===== src/rtl/dual_hbridge_pwm_driver.sv =====
// ---------------------------------------------------------------------------
// dual_hbridge_pwm_driver
//   Converts per-motor 2-bit duty codes and FWD/BWD requests into H-bridge
//   drive signals for two motors (A and B). A single free-running period
//   counter is shared by both channels, so both bridges switch in phase.
//   Each channel runs its own OFF/RUN/DEAD state machine:
//     - a start is always aligned to a period boundary,
//     - duty is re-latched only at period boundaries (glitch-free updates),
//     - a direction reversal forces DEAD_CYCLES all-off clocks,
//     - a stop or illegal request drops the drive immediately.
//
// Parameters
//   PERIOD       clocks per PWM period; multiple of 4, >= 8
//   DEAD_CYCLES  all-off clocks inserted on a FWD<->BWD reversal; >= 1
//
// Ports
//   clk                  system clock, all logic on posedge
//   rst                  synchronous active-high reset
//   DutyCycleA/B [1:0]   duty code 00=25% 01=50% 10=75% 11=100%
//   FWDA/BWDA, FWDB/BWDB forward / backward requests per motor
//   ENA, ENB             PWM enable to each bridge (registered)
//   IN1A/IN2A, IN1B/IN2B bridge direction: 10=fwd 01=bwd 00=coast (registered)
//   Fault                high while either channel has FWD and BWD both set
// ---------------------------------------------------------------------------

// ---------------------------------------------------------------------------
// hbridge_channel
//   One motor channel: request decode, state machine, duty latch and the
//   registered bridge outputs. The period counter lives in the parent.
//
// Ports
//   clk, rst        clock and synchronous active-high reset
//   cnt [CNT_W-1:0] shared period counter value
//   pend            high on the last clock of a period
//   duty [1:0]      duty code input (sampled only at period boundaries)
//   fwd, bwd        direction requests
//   en, in1, in2    registered bridge drive
//   bad             combinational: fwd and bwd both set this clock
// ---------------------------------------------------------------------------
module hbridge_channel #(
  parameter int PERIOD      = 4000,
  parameter int DEAD_CYCLES = 1000,
  parameter int CNT_W       = $clog2(PERIOD),
  parameter int THR_W       = CNT_W + 1
) (
  input  logic             clk,
  input  logic             rst,
  input  logic [CNT_W-1:0] cnt,
  input  logic             pend,
  input  logic [1:0]       duty,
  input  logic             fwd,
  input  logic             bwd,
  output logic             en,
  output logic             in1,
  output logic             in2,
  output logic             bad
);

  typedef enum logic [1:0] {
    S_OFF  = 2'd0,
    S_RUN  = 2'd1,
    S_DEAD = 2'd2
  } state_t;

  typedef enum logic [1:0] {
    REQ_OFF = 2'd0,
    REQ_F   = 2'd1,
    REQ_B   = 2'd2,
    REQ_BAD = 2'd3
  } req_t;

  // A one-cycle dead time still needs a 1-bit counter.
  localparam int DEAD_W = (DEAD_CYCLES > 1) ? $clog2(DEAD_CYCLES) : 1;
  localparam logic [DEAD_W-1:0] DEAD_LOAD = DEAD_W'(DEAD_CYCLES - 1);

  // Compare thresholds for each duty code. Code 11 equals PERIOD, which no
  // counter value reaches, so the enable stays high for the whole period.
  localparam logic [THR_W-1:0] THR_25  = THR_W'(PERIOD / 4);
  localparam logic [THR_W-1:0] THR_50  = THR_W'(PERIOD / 2);
  localparam logic [THR_W-1:0] THR_75  = THR_W'((PERIOD / 4) * 3);
  localparam logic [THR_W-1:0] THR_100 = THR_W'(PERIOD);

  state_t             state;
  logic               dir_bwd;   // 0 = forward, 1 = backward
  logic [1:0]         duty_q;
  logic [DEAD_W-1:0]  dead_cnt;
  req_t               req;
  logic [THR_W-1:0]   thr;
  logic               req_opposite;

  // NOTE: every signal assigned in always_comb gets a default at the top so
  // no path leaves it unassigned; otherwise synthesis infers a latch.
  always_comb begin
    req = REQ_OFF;
    unique case ({fwd, bwd})
      2'b10:   req = REQ_F;
      2'b01:   req = REQ_B;
      2'b11:   req = REQ_BAD;
      default: req = REQ_OFF;
    endcase
  end

  always_comb begin
    thr = THR_25;
    unique case (duty_q)
      2'b00:   thr = THR_25;
      2'b01:   thr = THR_50;
      2'b10:   thr = THR_75;
      default: thr = THR_100;
    endcase
  end

  assign bad          = (req == REQ_BAD);
  assign req_opposite = dir_bwd ? (req == REQ_F) : (req == REQ_B);

  // State machine and registered outputs. Outputs are derived from the
  // state and counter as they stand before this edge, which gives the
  // one-clock output latency relative to state changes.
  // NOTE: sequential state uses non-blocking assignments only, so every
  // register samples the pre-edge values regardless of statement order.
  always_ff @(posedge clk) begin
    if (rst) begin
      state    <= S_OFF;
      dir_bwd  <= 1'b0;
      duty_q   <= 2'b00;
      dead_cnt <= '0;
      en       <= 1'b0;
      in1      <= 1'b0;
      in2      <= 1'b0;
    end else begin
      en  <= (state == S_RUN) && ({1'b0, cnt} < thr);
      in1 <= (state == S_RUN) && !dir_bwd;
      in2 <= (state == S_RUN) && dir_bwd;

      unique case (state)
        S_OFF: begin
          // Starts are aligned so the first RUN clock sees cnt == 0.
          if (pend && (req == REQ_F || req == REQ_B)) begin
            state   <= S_RUN;
            dir_bwd <= (req == REQ_B);
            duty_q  <= duty;
          end
        end

        S_RUN: begin
          if (req == REQ_OFF || req == REQ_BAD) begin
            state <= S_OFF;
          end else if (req_opposite) begin
            state    <= S_DEAD;
            dead_cnt <= DEAD_LOAD;
          end else if (pend) begin
            // Same direction: only pick up a new duty between periods.
            duty_q <= duty;
          end
        end

        S_DEAD: begin
          // Requests are ignored here; dead time always runs to completion.
          if (dead_cnt == '0) begin
            state <= S_OFF;
          end else begin
            dead_cnt <= dead_cnt - 1'b1;
          end
        end

        default: state <= S_OFF;
      endcase
    end
  end

endmodule

// ---------------------------------------------------------------------------
// Top level: shared period counter, two channels and the fault flag.
// ---------------------------------------------------------------------------
module dual_hbridge_pwm_driver #(
  parameter int PERIOD      = 4000,
  parameter int DEAD_CYCLES = 1000
) (
  input  logic       clk,
  input  logic       rst,
  input  logic [1:0] DutyCycleA,
  input  logic [1:0] DutyCycleB,
  input  logic       FWDA,
  input  logic       BWDA,
  input  logic       FWDB,
  input  logic       BWDB,
  output logic       ENA,
  output logic       ENB,
  output logic       IN1A,
  output logic       IN2A,
  output logic       IN1B,
  output logic       IN2B,
  output logic       Fault
);

  localparam int CNT_W = $clog2(PERIOD);
  localparam int THR_W = CNT_W + 1;
  localparam logic [CNT_W-1:0] CNT_LAST = CNT_W'(PERIOD - 1);

  logic [CNT_W-1:0] cnt;
  logic             pend;
  logic             bad_a;
  logic             bad_b;

  assign pend = (cnt == CNT_LAST);

  // NOTE: the counter and flags are reset synchronously inside the clocked
  // block; there is no storage array here that would need to skip reset.
  always_ff @(posedge clk) begin
    if (rst) begin
      cnt <= '0;
    end else if (pend) begin
      cnt <= '0;
    end else begin
      cnt <= cnt + 1'b1;
    end
  end

  // Registered, not sticky: clears the clock after the illegal request goes.
  always_ff @(posedge clk) begin
    if (rst) begin
      Fault <= 1'b0;
    end else begin
      Fault <= bad_a | bad_b;
    end
  end

  hbridge_channel #(
    .PERIOD      (PERIOD),
    .DEAD_CYCLES (DEAD_CYCLES),
    .CNT_W       (CNT_W),
    .THR_W       (THR_W)
  ) u_chan_a (
    .clk  (clk),
    .rst  (rst),
    .cnt  (cnt),
    .pend (pend),
    .duty (DutyCycleA),
    .fwd  (FWDA),
    .bwd  (BWDA),
    .en   (ENA),
    .in1  (IN1A),
    .in2  (IN2A),
    .bad  (bad_a)
  );

  hbridge_channel #(
    .PERIOD      (PERIOD),
    .DEAD_CYCLES (DEAD_CYCLES),
    .CNT_W       (CNT_W),
    .THR_W       (THR_W)
  ) u_chan_b (
    .clk  (clk),
    .rst  (rst),
    .cnt  (cnt),
    .pend (pend),
    .duty (DutyCycleB),
    .fwd  (FWDB),
    .bwd  (BWDB),
    .en   (ENB),
    .in1  (IN1B),
    .in2  (IN2B),
    .bad  (bad_b)
  );

endmodule


===== config.mk =====
export PLATFORM = sky130hd
export DESIGN_NAME = dual_hbridge_pwm_driver
export DESIGN_NICKNAME = d
export VERILOG_FILES = /design/src/rtl/dual_hbridge_pwm_driver.sv
export SDC_FILE = /design/constraint.sdc
export NUM_CORES = 1
export LEC_CHECK = 0
export ABC_CLOCK_PERIOD_IN_PS = 1850
export BUFFER_PORTS_ARGS = -buffer_cell sky130_fd_sc_hd__clkbuf_2
export CAP_MARGIN = 10
export CORE_ASPECT_RATIO = 0.8
export CORE_MARGIN = 4
export CORE_UTILIZATION = 54
export DETAILED_ROUTE_END_ITERATION = 6
export GPL_TIMING_DRIVEN = 0
export PLACE_DENSITY_LB_ADDON = 0.2
export SETUP_SLACK_MARGIN = 0.15
export SLEW_MARGIN = 20
export SYNTH_ARGS = -nofsm -noshare
export SYNTH_HDL_FRONTEND = slang
export SYNTH_SLANG_ARGS = --single-unit

===== constraint.sdc =====
create_clock -name clk -period 1.85 [get_ports clk]
set_input_delay 0.2775 -clock clk [delete_from_list [all_inputs] [get_ports clk]]
set_output_delay 0.2775 -clock clk [all_outputs]
set_load 0.1 [all_outputs]

==> summary.md <==
| Metric | Value |
|---|---|
| Status | finished, violations left |
| Failing checks | negative setup slack |
| Ys flop type | dfxtp_1 |
| Core area | 0.00471 mm2 |
| Die W | 86.9 um |
| Crit end category | flop |
| Congestion Overflow GR | 0 |
| Fin nets | 389 |
| Max stage delay on crit path | 0.50 ns |
| CTS Buf Count | 5 |
| Fraction of layout cells with a size suffix above 1 | 0.281 |
| DP Area | 0.00287 mm2 |
| Post-synthesis compound-gate area fraction | 0.142 |
| Routed WL | 6460 um |
| Final period util | 1.04 |
| Slew HR | 0.597 |
| Mean post-synth cell area | 8.78 um2 |
| CTS sink count | 49 |
| #FFs+latches synth | 49 |
| First-pass GRT wire length | 10300 um |
| Crit path cell chain | buf_6 -> or4b_4 -> or3_4 -> or4_1 -> a31oi_1 |
| Critical Path AT | 2.16 ns |
| XOR/XNOR Fraction of Synth Area | 0.0489 |
| I/O pins | 17 |
| N_diodes | 0 |
| DP Wirelength | 4030 um |
| Largest area contributor in the netlist | dfxtp_1 |
| Simple-gate share of the synthesized area | 0.237 |
| # rows | 22 |
| DIE AREA | 0.00617 mm2 |
| Critical path type | reg -> reg |
| Yosys top cell area share | 0.365 |
| # setup viols final | 1 |
| IO Port Bufs | 15 |
| Fin Clk Skew | 0.0120 ns |
| 1st-iter DRT viols | 187 |
| DR WL/cell | 15.8 um |
| Reg2reg start | u_chan_b.state[0] |
| DRT Pass-1 Iters | 4 |
| Clk pin slew, worst setup/hold paths | 0.10 ns |
| Min Hold Slack | 0.192 ns |
| Power Density | 615 mW/mm2 |
| Root Driver | clkbuf_8 |
| Worst-Margin Slew | 0.605 ns |
| Seq/Total Area, Yosys | 0.365 |
| Post-Place Worst Slack | -0.279 ns |
| H-tree levels | 2 |
| FMAX | 520 MHz |
| Worst skew pair latency | 0.31 ns |
| Vias in the first global route | 2209 |
| Fraction of registers with async set/reset | 0 |
| R2r setup slk | -0.07 ns |
| Slack of the critical path | -0.0749 ns |
| Max-cap violations | 0 |
| RD Place Congestion | 0.799 |
| Post-route minimum period | 1.92 ns |
| CTS tree | yes |
| RSZ-0062 raised after global routing | yes |
| Drt via density | 5.72 |
| EDFF count, synth | 0 |
| Final-report hold violation count | 0 |
| CP required | 2.08 ns |
| Vias | 2340 |
| Min-Delay Path Class | in -> reg |
| Starting Density | 0.571 |
| Mux cell area share after synthesis | 0.0196 |
| Clock tree buffer depth | 2 |
| Hold path startpoint | DutyCycleB[0] |
| Initial antenna violation count | 0 |
| Static leakage | 0.00131 uW |
| Adder-cell share of the synthesized area | 0.144 |
| Largest net degree at the start of global routing | 16 |
| Worst-case vdd ir drop | 537 uV |
| Gr usage total | 0.207 |
| Residual DRC | 0 |
| CTS Hold Bufs | 0 |
| Fin. max-slew vios | 0 |
| Netlist cell types | 47 |
| Syn nets | 347 |
| Final Power | 2070 uW |
| Cell count after synthesis | 306 |
| Synthesis Warnings | 0 |
| Worst reg2reg path depth | 5 |
| Largest cells by area after synthesis | dfxtp_1, ha_1, nor2_1 |
| Post-Syn Area | 0.00269 mm2 |
| Post-DRT Antenna Nets | 0 |
| Crit. Startpoint | u_chan_b.state[0] |
| Crit start category | flop |
| Max FO, Critical Path | 3 |
| Hold depth | 3 |
| Die span in y | 71.1 um |
| Largest family of logic cells by synthesized area | simple AND/OR/NAND/NOR gates |
| Finished Cell Area | 0.00337 mm2 |
| Slowest cell on the critical path | or4b_4 |
| Synthesis-to-layout area growth | 25.6% |
==> synthesized netlist by cell type, drive strengths merged, types with 5 or more instances <==
master,count
inv,21
dfxtp,49
a21oi,24
nor3,10
a211oi,5
o21ai,6
a21o,6
ha,31
nand2,11
nor3b,5
xnor2,13
nand3,10
clkbuf,6
nor2,34
or2,7
nor4,8
nand4,7
==> final timing paths <==
check                              end
setup / recovery  u_chan_b.dead_cnt[7]
hold / removal      u_chan_b.duty_q[0]
setup reg to reg  u_chan_b.dead_cnt[7]
hold reg to reg                 cnt[0]
==> registers in the layout, indices dropped and copies added (netlist names) <==
name,flops
u_chan_a.dir_bwd,1
u_chan_a.state,2
u_chan_a.in1,1
u_chan_b.in2,1
u_chan_b.duty_q,2
cnt,12
u_chan_a.duty_q,2
u_chan_b.dir_bwd,1
u_chan_a.in2,1
u_chan_b.in1,1
u_chan_a.en,1
u_chan_b.dead_cnt,10
u_chan_b.state,2
u_chan_a.dead_cnt,10
u_chan_b.en,1
Fault,1
==> metrics by stage <==
stage	util	setup TNS, ns	std cells
6_report	0.717	-0.0749	409
5_1_grt	0.717	-0.219	409
4_1_cts	0.677	-0.133	399
3_5_place_dp	0.609	-1.35	381
3_3_place_gp	0.609	-1.37	381
2_1_floorplan	-	-0.0417	306
==> area by class of cell <==
class | instances | area (um2)
Buffer | 8 | 56.3
Clock buffer | 5 | 68.8
Clock inverter | 3 | 65.1
Fill cell | 332 | 1330
Inverter | 21 | 78.8
Multi-Input combinational cell | 228 | 1790
Sequential cell | 49 | 1010
Tap cell | 60 | 75.1
Timing Repair Buffer | 35 | 233
==> worst max-delay path: cells and delay by family (launching register included) <==
| family | cells | cell delay, ns |
|---|---|---|
| and+or+nand+nor | 3 | 1.26 |
| DFF | 1 | 0.33 |
| AOI/OAI and AO/OA | 1 | 0.15 |
| buffers and inverters | 1 | 0.11 |
==> logic make-up after synthesis <==
kind of cell    count (synthesis)
fa+ha+maj                      31
simple gates                  117
buf+inv                        29
mux                             5
compound gates                 60
xor+xnor                       15
flops                          49
==> power breakdown <==
| group | switching, uW | internal, uW |
|---|---|---|
| clock network | 378 | 537 |
| registers | 6.76 | 1060 |
| logic | 64.7 | 30.9 |
==> metal layers <==
| layer | wire, um | GRT usage |
|---|---|---|
| met4 | 51 | 0.0640 |
| met5 | 0 | 0 |
| met3 | 328 | 0.0652 |
| met1 | 3100 | 0.275 |
| met2 | 2980 | 0.318 |
==> placed cells by master (no fill, tap or decap), types with 7 or more instances in the layout <==
cell / n
nor2_1: 34
nand4_1: 7
clkbuf_2: 16
nand2_1: 11
xnor2_1: 13
dfxtp_2: 8
buf_4: 18
ha_1: 29
nor3_1: 10
dfxtp_1: 37
nand3_1: 10
inv_1: 19
or2_2: 7
a21oi_1: 23
==> timing repair <==
| item | 4_1_cts | 5_1_grt |
|---|---|---|
| setup endpoints to repair | 28 | 32 |
| resized for setup | 25 | 34 |
| pin swaps | 10 | 16 |
| buffers inserted | 10 | 10 |
Power figures use the tool's default switching activity.
